**config.mk**
```make
export PLATFORM = sky130hd
export DESIGN_NAME = note_follower
export DESIGN_NICKNAME = d
export VERILOG_FILES = /design/src/rtl/note_follower.sv
export SDC_FILE = /design/constraint.sdc
export NUM_CORES = 1
export LEC_CHECK = 0
export CELL_PAD_IN_SITES_DETAIL_PLACEMENT = 0
export CELL_PAD_IN_SITES_GLOBAL_PLACEMENT = 1
export CORE_MARGIN = 4
export CORE_UTILIZATION = 45
export CTS_CLUSTER_DIAMETER = 150
export DETAILED_ROUTE_END_ITERATION = 12
export DONT_BUFFER_PORTS = 1
export GPL_ROUTABILITY_DRIVEN = 0
export GPL_TIMING_DRIVEN = 0
export HOLD_SLACK_MARGIN = 0.06
export PLACE_DENSITY = 0.74
export SLEW_MARGIN = 20
export SYNTH_ARGS = -nofsm -noshare
export SYNTH_HDL_FRONTEND = slang
export SYNTH_SLANG_ARGS = --single-unit
export TNS_END_PERCENT = 1
```
**constraint.sdc**
```tcl
create_clock -name clk -period 2.7 [get_ports clk]
set_input_delay 0.135 -clock clk [delete_from_list [all_inputs] [get_ports clk]]
set_output_delay 0.135 -clock clk [all_outputs]
set_load 0.005 [all_outputs]
```
**src/rtl/note_follower.sv**
```systemverilog
// Score follower: matches the filtered one-hot note against the expected song note,
// advances on held hits and counts hits/misses. Optional per-note timeout: NOTE_FOLLOWER_TIMEOUT_EN.
module note_follower #(
  parameter int note_count     = 62,
  parameter int w_note         = 12,
  parameter int w_idx          = $clog2(note_count),
  parameter int hold_cycles    = 1000,
  parameter int w_score        = 8,
  parameter int timeout_cycles = 100_000_000
) (
  input  logic               clk,
  input  logic               rst,
  input  logic               start,
  input  logic [w_note-1:0]  note,
  input  logic [w_note-1:0]  exp_note,
  output logic [w_idx-1:0]   song_idx,
  output logic               hit_pulse,
  output logic               miss_pulse,
  output logic [w_score-1:0] hit_count,
  output logic [w_score-1:0] miss_count,
  output logic               listening,
  output logic               done
);

  localparam logic [1:0] IDLE   = 2'd0;
  localparam logic [1:0] LISTEN = 2'd1;
  localparam logic [1:0] HOLD   = 2'd2;
  localparam logic [1:0] DONE   = 2'd3;

  localparam int              w_hold    = (hold_cycles > 1) ? $clog2(hold_cycles) : 1;
  localparam logic [w_hold-1:0] hold_last = w_hold'(hold_cycles - 1);
  localparam logic [w_idx-1:0]  idx_last  = w_idx'(note_count - 1);

  logic [1:0]        state;
  logic              armed;
  logic [w_note-1:0] last_note;
  logic [w_hold-1:0] hold_cnt;

  logic              onehot;
  logic [w_note-1:0] vnote;
  logic              match;
  logic              rearm;
  logic              active;
  logic              timeout;

  // Zero and multi-hot codes both collapse to "no note".
  assign onehot = (note != '0) && ((note & (note - 1'b1)) == '0);
  assign vnote  = onehot ? note : '0;
  assign match  = (vnote != '0) && (vnote == exp_note);
  assign rearm  = (vnote == '0) || (vnote != last_note);
  assign active = (state == LISTEN) || (state == HOLD);

  assign listening = active;

`ifdef NOTE_FOLLOWER_TIMEOUT_EN
  localparam int            w_to    = (timeout_cycles > 1) ? $clog2(timeout_cycles) : 1;
  localparam logic [w_to-1:0] to_last = w_to'(timeout_cycles - 1);

  logic [w_to-1:0] to_cnt;
  logic            hold_done;

  assign timeout   = active && (to_cnt == to_last);
  assign hold_done = (state == HOLD) && match && (hold_cnt == hold_last);

  // Per-note budget; restarts whenever the song position moves on.
  always_ff @(posedge clk or negedge rst) begin
    if (!rst)
      to_cnt <= '0;
    else if (start || !active || hold_done || timeout)
      to_cnt <= '0;
    else
      to_cnt <= to_cnt + 1'b1;
  end
`else
  assign timeout = 1'b0;
`endif

  always_ff @(posedge clk or negedge rst) begin
    if (!rst) begin
      state      <= IDLE;
      song_idx   <= '0;
      hit_count  <= '0;
      miss_count <= '0;
      hit_pulse  <= 1'b0;
      miss_pulse <= 1'b0;
      done       <= 1'b0;
      armed      <= 1'b1;
      last_note  <= '0;
      hold_cnt   <= '0;
    end else begin
      hit_pulse  <= 1'b0;
      miss_pulse <= 1'b0;
      if (start) begin
        state      <= LISTEN;
        song_idx   <= '0;
        hit_count  <= '0;
        miss_count <= '0;
        done       <= 1'b0;
        armed      <= 1'b1;
        last_note  <= '0;
        hold_cnt   <= '0;
      end else begin
        // Release or a change of note re-enables onset detection; explicit
        // clears below take priority within the same cycle.
        if (rearm)
          armed <= 1'b1;

        if (active && timeout) begin
          miss_pulse <= 1'b1;
          if (!(&miss_count))
            miss_count <= miss_count + 1'b1;
          armed    <= 1'b1;
          hold_cnt <= '0;
          if (song_idx == idx_last) begin
            state <= DONE;
            done  <= 1'b1;
          end else begin
            song_idx <= song_idx + 1'b1;
            state    <= LISTEN;
          end
        end else begin
          case (state)
            LISTEN: begin
              if (armed && (vnote != '0)) begin
                last_note <= vnote;
                if (match) begin
                  state    <= HOLD;
                  hold_cnt <= '0;
                end else begin
                  miss_pulse <= 1'b1;
                  if (!(&miss_count))
                    miss_count <= miss_count + 1'b1;
                  armed <= 1'b0;
                end
              end
            end
            HOLD: begin
              if (match) begin
                if (hold_cnt == hold_last) begin
                  hit_pulse <= 1'b1;
                  if (!(&hit_count))
                    hit_count <= hit_count + 1'b1;
                  armed    <= 1'b0;
                  hold_cnt <= '0;
                  if (song_idx == idx_last) begin
                    state <= DONE;
                    done  <= 1'b1;
                  end else begin
                    song_idx <= song_idx + 1'b1;
                    state    <= LISTEN;
                  end
                end else begin
                  hold_cnt <= hold_cnt + 1'b1;
                end
              end else begin
                // Broken hold: no penalty, the new note is judged next cycle.
                state    <= LISTEN;
                armed    <= 1'b1;
                hold_cnt <= '0;
              end
            end
            default: ;
          endcase
        end
      end
    end
  end

endmodule

```
# Word level (Yosys, flattened, before mapping)
# Cells that the tools add are included.
[word_totals]
regBits = 50
latch_bits = 0
mem_bits_rw = 0
rom_bits = 0
inputBits = 27
word_cells = 106
memories = 0
[classes]
add_sub_neg = 5
multipliers = 0
n_div = 0
n_lt_le_gt_ge = 0
eq_ne = 13
n_shift = 0
n_mux = 52
bitwise = 1
n_reduce_logical = 25
[op_table]
columns = ["op", "count"]
rows = [
  ["2-to-1 mux 8 bit", 10],
  ["2-to-1 mux 10 bit", 5],
  ["2-to-1 mux 12 bit", 4],
  ["2-to-1 mux 6 bit", 5],
  ["logical NOT 12 bit", 2],
  ["nonzero test 12 bit", 2],
  ["case mux 10 bit (2 select lines)", 1],
  ["AND reduction 4 bit", 5],
  ["2-to-1 mux 1 bit", 19],
  ["adder 8 x 1 -> 8 bit (second input constant)", 2],
  ["AND reduction 8 bit", 2],
  ["AND 12 bit", 1],
  ["== test 12 bit", 1],
  ["2-to-1 mux 2 bit", 6],
  ["inequality test 12 bit", 1],
  ["nonzero test 2 bit", 6],
  ["subtractor 12 x 1 -> 12 bit (second input constant)", 1],
  ["adder 10 x 1 -> 10 bit (second input constant)", 1],
  ["== test 10 bit (second input constant)", 1],
  ["inequality test 2 bit (second input constant)", 4],
  ["adder 6 x 1 -> 6 bit (second input constant)", 1],
  ["== test 6 bit (second input constant)", 1],
  ["inequality test 4 x 3 -> 1 bit (second input constant)", 1],
  ["case mux 2 bit (2 select lines)", 1],
  ["other kinds (10)", 13],
]

# Longest topological paths before layout
[logic_depth]
depth_word = 12
ltp_mapped = 9
depth_no_buf = 7

# Least setup slack after synthesis
# OpenSTA, ideal clock, no wires.
[synth_path]
path_kind = "in2reg"
startpoint = "in note[0]"
endpoint = "reg miss_count[5]"
arrival_time_ns = 2.349
required_time_ns = 2.572
path_slack_ns = 0.224
stages = 7
n_path_buf = 1
path_cell_list = "or3_4 > nor4b_4 > mux2i_1 > o2111ai_1 > buf_4 > nor4_2 > mux2_1"
[synth_between]
elab_chain_cells = 9
word_cells_on_any_way = 13
classes_between = "add/sub: 1; eq/ne: 2; mux: 1; bitwise: 1; reduce/logical: 8"
[synth_lines]
columns = ["item", "line_no", "rtl"]
rows = [
  ["start: declaration", "14", "input logic [w_note-1:0] note,"],
  ["subtractor 12 x 1 -> 12 bit", "47", "assign onehot = (note != '0) && ((note & (note - 1'b1)) == '0);"],
  ["AND 12 bit", "47", ""],
  ["logical NOT 12 bit", "47", ""],
  ["logical AND 1 bit", "47", ""],
  ["2-to-1 mux 12 bit *", "48", "assign vnote = onehot ? note : '0;"],
  ["== test 12 bit or nonzero test 12 bit (tied branches)", "49, 124", ""],
  ["logical AND 1 bit, on equally long branches", "49, 124", ""],
  ["inequality test 2 bit (no line) or nonzero test 2 bit (tied branches)", "--", ""],
  ["AND reduction 4 bit (no line) *", "--", ""],
  ["end signal: assignment", "111", "miss_count <= miss_count + 1'b1;"],
  ["end signal: assignment", "132", "miss_count <= miss_count + 1'b1;"],
  ["end: declaration", "20", "output logic [w_score-1:0] miss_count,"],
]
# Mark *: on every way between the ends. The rest lies on a longest branch, timed or not.
# A chain may end at the register's enable or synchronous reset.

# Final worst setup path
# Ends and elaborated chain as after synthesis.

==> impl_metrics.env <==
export IMPL_grt_pass1_vias=2696
export IMPL_synth_area_mm2=0.00339
export IMPL_num_rows=31
export IMPL_synth_flop_cell="dfrtp_1"
export IMPL_layout_min_cycle_time_ps=2450
export IMPL_post_place_ws_ps=-90.1
export IMPL_async_flop_share_pct=100
export IMPL_final_cell_mix="49 x dfrtp_1, 29 x nor2_1, 18 x xor2_1"
export IMPL_cts_max_path_buffers=2
export IMPL_antenna_found_initial=0
export IMPL_die_x_um=94.8
export IMPL_grt_max_degree=51
export IMPL_max_slew_margin_rel_pct=40.4
export IMPL_die_area_mm2=0.00898
export IMPL_clockRootBuffer="clkbuf_8"
export IMPL_worstPathRequired_ps=2900
export IMPL_fin_worst_skew_ps=11.0
export IMPL_top_layer="met4"
export IMPL_p_leak_nw=1.55
export IMPL_avgSynthCellArea_um2=9.57
export IMPL_dr_wl_met3_um=431
export IMPL_power_density_mw_per_mm2=424
export IMPL_fillCellCount=711
export IMPL_clkSinkCount=50
export IMPL_critical_path_arrival_ps=2650
export IMPL_synth_edf_count=0
export IMPL_grt_pass1_wl_um=13700
export IMPL_cts_buffers=5
export IMPL_fmax_ghz=0.409
export IMPL_port_buffers=0
export IMPL_setup_violations=0
export IMPL_seq_area_mm2=0.00125
export IMPL_ios=53
export IMPL_antenna_left=0
export IMPL_cts_tree="built"
export IMPL_clk_latency_ps=310
export IMPL_hp_class="primary input to register"
export IMPL_firstDrtPassIters=4
export IMPL_worstMarginPinSlew_ps=869
export IMPL_finalPower_w=0.00158
export IMPL_postLayoutCoreUtil_pct=51.3
export IMPL_yosysWarningCount=0
export IMPL_cap_violations=0
export IMPL_initial_utilization_pct=46.5
export IMPL_crit_path_start_kind="primary input"
export IMPL_final_common_cell="dfrtp_1"
export IMPL_path_clk_slew_ps=90
export IMPL_path_class="primary input to register"
export IMPL_setup_slack_ps=253
export IMPL_ys_types=59
export IMPL_met2_length_um=3890
export IMPL_diodes=0
export IMPL_avgRoutedWirePerCell_um=17.8
export IMPL_core_area_mm2=0.00729
export IMPL_vias_per_cell=5.89
export IMPL_wl_met1_um=3960
export IMPL_num_vias=2772
export IMPL_overflow=0
export IMPL_multi_input_area_mm2=0.00200
export IMPL_peakVddDrop_mv=0.191
export IMPL_drc=0
export IMPL_cts_resized=0
export IMPL_fin_nets=405
export IMPL_post_route_period_util_pct=90.6
export IMPL_rsz0062_at_grt="no"
export IMPL_routed_wl_um=8370
export IMPL_htreeDepth=2
export IMPL_drv_slew=0
export IMPL_drt_initial_drc_count=166
export IMPL_syn2layout_area_growth_pct=10.3
export IMPL_ys_seq_area_share_pct=37.0
export IMPL_crit_fanout=10
export IMPL_final_hold_viol_count=0
export IMPL_dp_hpwl_um=5940
export IMPL_die_h_um=94.8
export IMPL_drive_above_1_share_pct=9.68
export IMPL_synthesis_nets=388
export IMPL_netlist_instances=354
export IMPL_end_kind="register"
export IMPL_grt_usage_pct=19.4
export IMPL_ys_ff_latch=50
export IMPL_status="completed"
==> synth_stat cells (all sizes together) (2+ instances only) <==
cell type,number,area share (%)
a211oi,5,1.3
nor4,8,1.7
a32oi,8,2.1
mux2,6,2.0
o31a,2,0.52
o21ai,10,1.5
nand2b,2,0.37
nor2,29,3.2
o211ai,4,1.6
or4,5,1.1
o31ai,10,2.2
or3,7,1.4
nor3,10,1.5
a2111oi,2,1.6
nand4,9,1.8
nand4b,2,0.52
xor2,18,4.7
nand3,14,2.1
nand2,17,1.9
a2111o,2,0.66
and4,4,1.0
xnor2,8,2.1
clkbuf,11,1.2
o2111ai,4,1.6
and2,17,3.1
inv,11,1.2
mux2i,16,4.7
a21oi,17,2.5
ha,7,2.6
dfrtp,49,36
buf,8,1.7
and3,9,1.7
nor2b,8,1.5
==> worst max-delay path, stage by stage <==
cell	delay [ps]
or3_4	400
nor4b_4	340
mux2i_1	780
o2111ai_1	250
buf_4	220
nor4_2	170
mux2_1	340
==> through the flow <==
stage	setup TNS (ps)	area (um2)	hold WS [ps]	cells
finish	0	3740	166	471
global route	0	3740	220	471
CTS	0	3740	164	471
detailed placement	-164	3510	-159	453
global placement	-111	3510	-159	453
floorplan	0	3390	-161	354
==> layout make-up <==
cell class,instances,area share (%)
repair buffers,10,3.15
plain buffers,19,2.61
well taps,99,3.31
multi-input cells,274,53.4
clock inverters,3,1.07
inverters,11,1.10
flip-flops and latches,50,33.5
clock buffers,5,1.84
==> power breakdown <==
group          leakage (nW)  internal (W)  total (W)  switching (W)
clock network        0.0579      0.000273   0.000538       0.000265
registers             0.691      0.000768   0.000781      0.0000126
logic                 0.799      0.000111   0.000264       0.000154
==> per-layer routing <==
layer	track usage, %	up-vias
li1	-	1354
met1	27.1	1348
met2	31.1	61
met3	3.82	9
met4	4.57	0
met5	0	-
==> path summary, 6_finish.rpt <==
path,from,end,slack (ps),cells after the start
min in group asynchronous,rst,last_note[5]$_DFFE_PN0P_,350,2
hold reg to reg,hold_cnt[8]$_DFFE_PN0P_,hold_cnt[8]$_DFFE_PN0P_,510,1
setup reg to reg,state[0]$_DFFE_PN0P_,hit_count[5]$_DFFE_PN0P_,350,7
hold / removal,start,hold_cnt[0]$_DFFE_PN0P_,170,3
setup / recovery,note[0],miss_count[5]$_DFFE_PN0P_,250,7
max in group asynchronous,rst,armed$_DFF_PN1_,2080,2
==> state kept, by name, summed over array words and instances, names as in the netlist <==
| name | flops |
|---|---|
| armed | 1 |
| done | 1 |
| hit_count | 8 |
| hit_pulse | 1 |
| hold_cnt | 10 |
| last_note | 12 |
| miss_count | 8 |
| miss_pulse | 1 |
| song_idx | 6 |
| state | 2 |
==> kinds of logic after synthesis <==
group	share of synthesized area (%)
buffers and inverters	4.10
DFF	37.0
AOI/OAI and AO/OA	18.5
and+or+nand+nor	24.1
xor gates and xnor gates	6.72
adders and majority gates	2.88
muxes	6.72
==> repair_timing <==
item | 4_1_cts | 5_1_grt
setup endpoints to repair | 0 | 0
hold buffers | 10 | 0
hold endpoints to repair | 58 | 0
setup buffers | 0 | 0
Note: power is estimated with default switching activity, not from simulation.
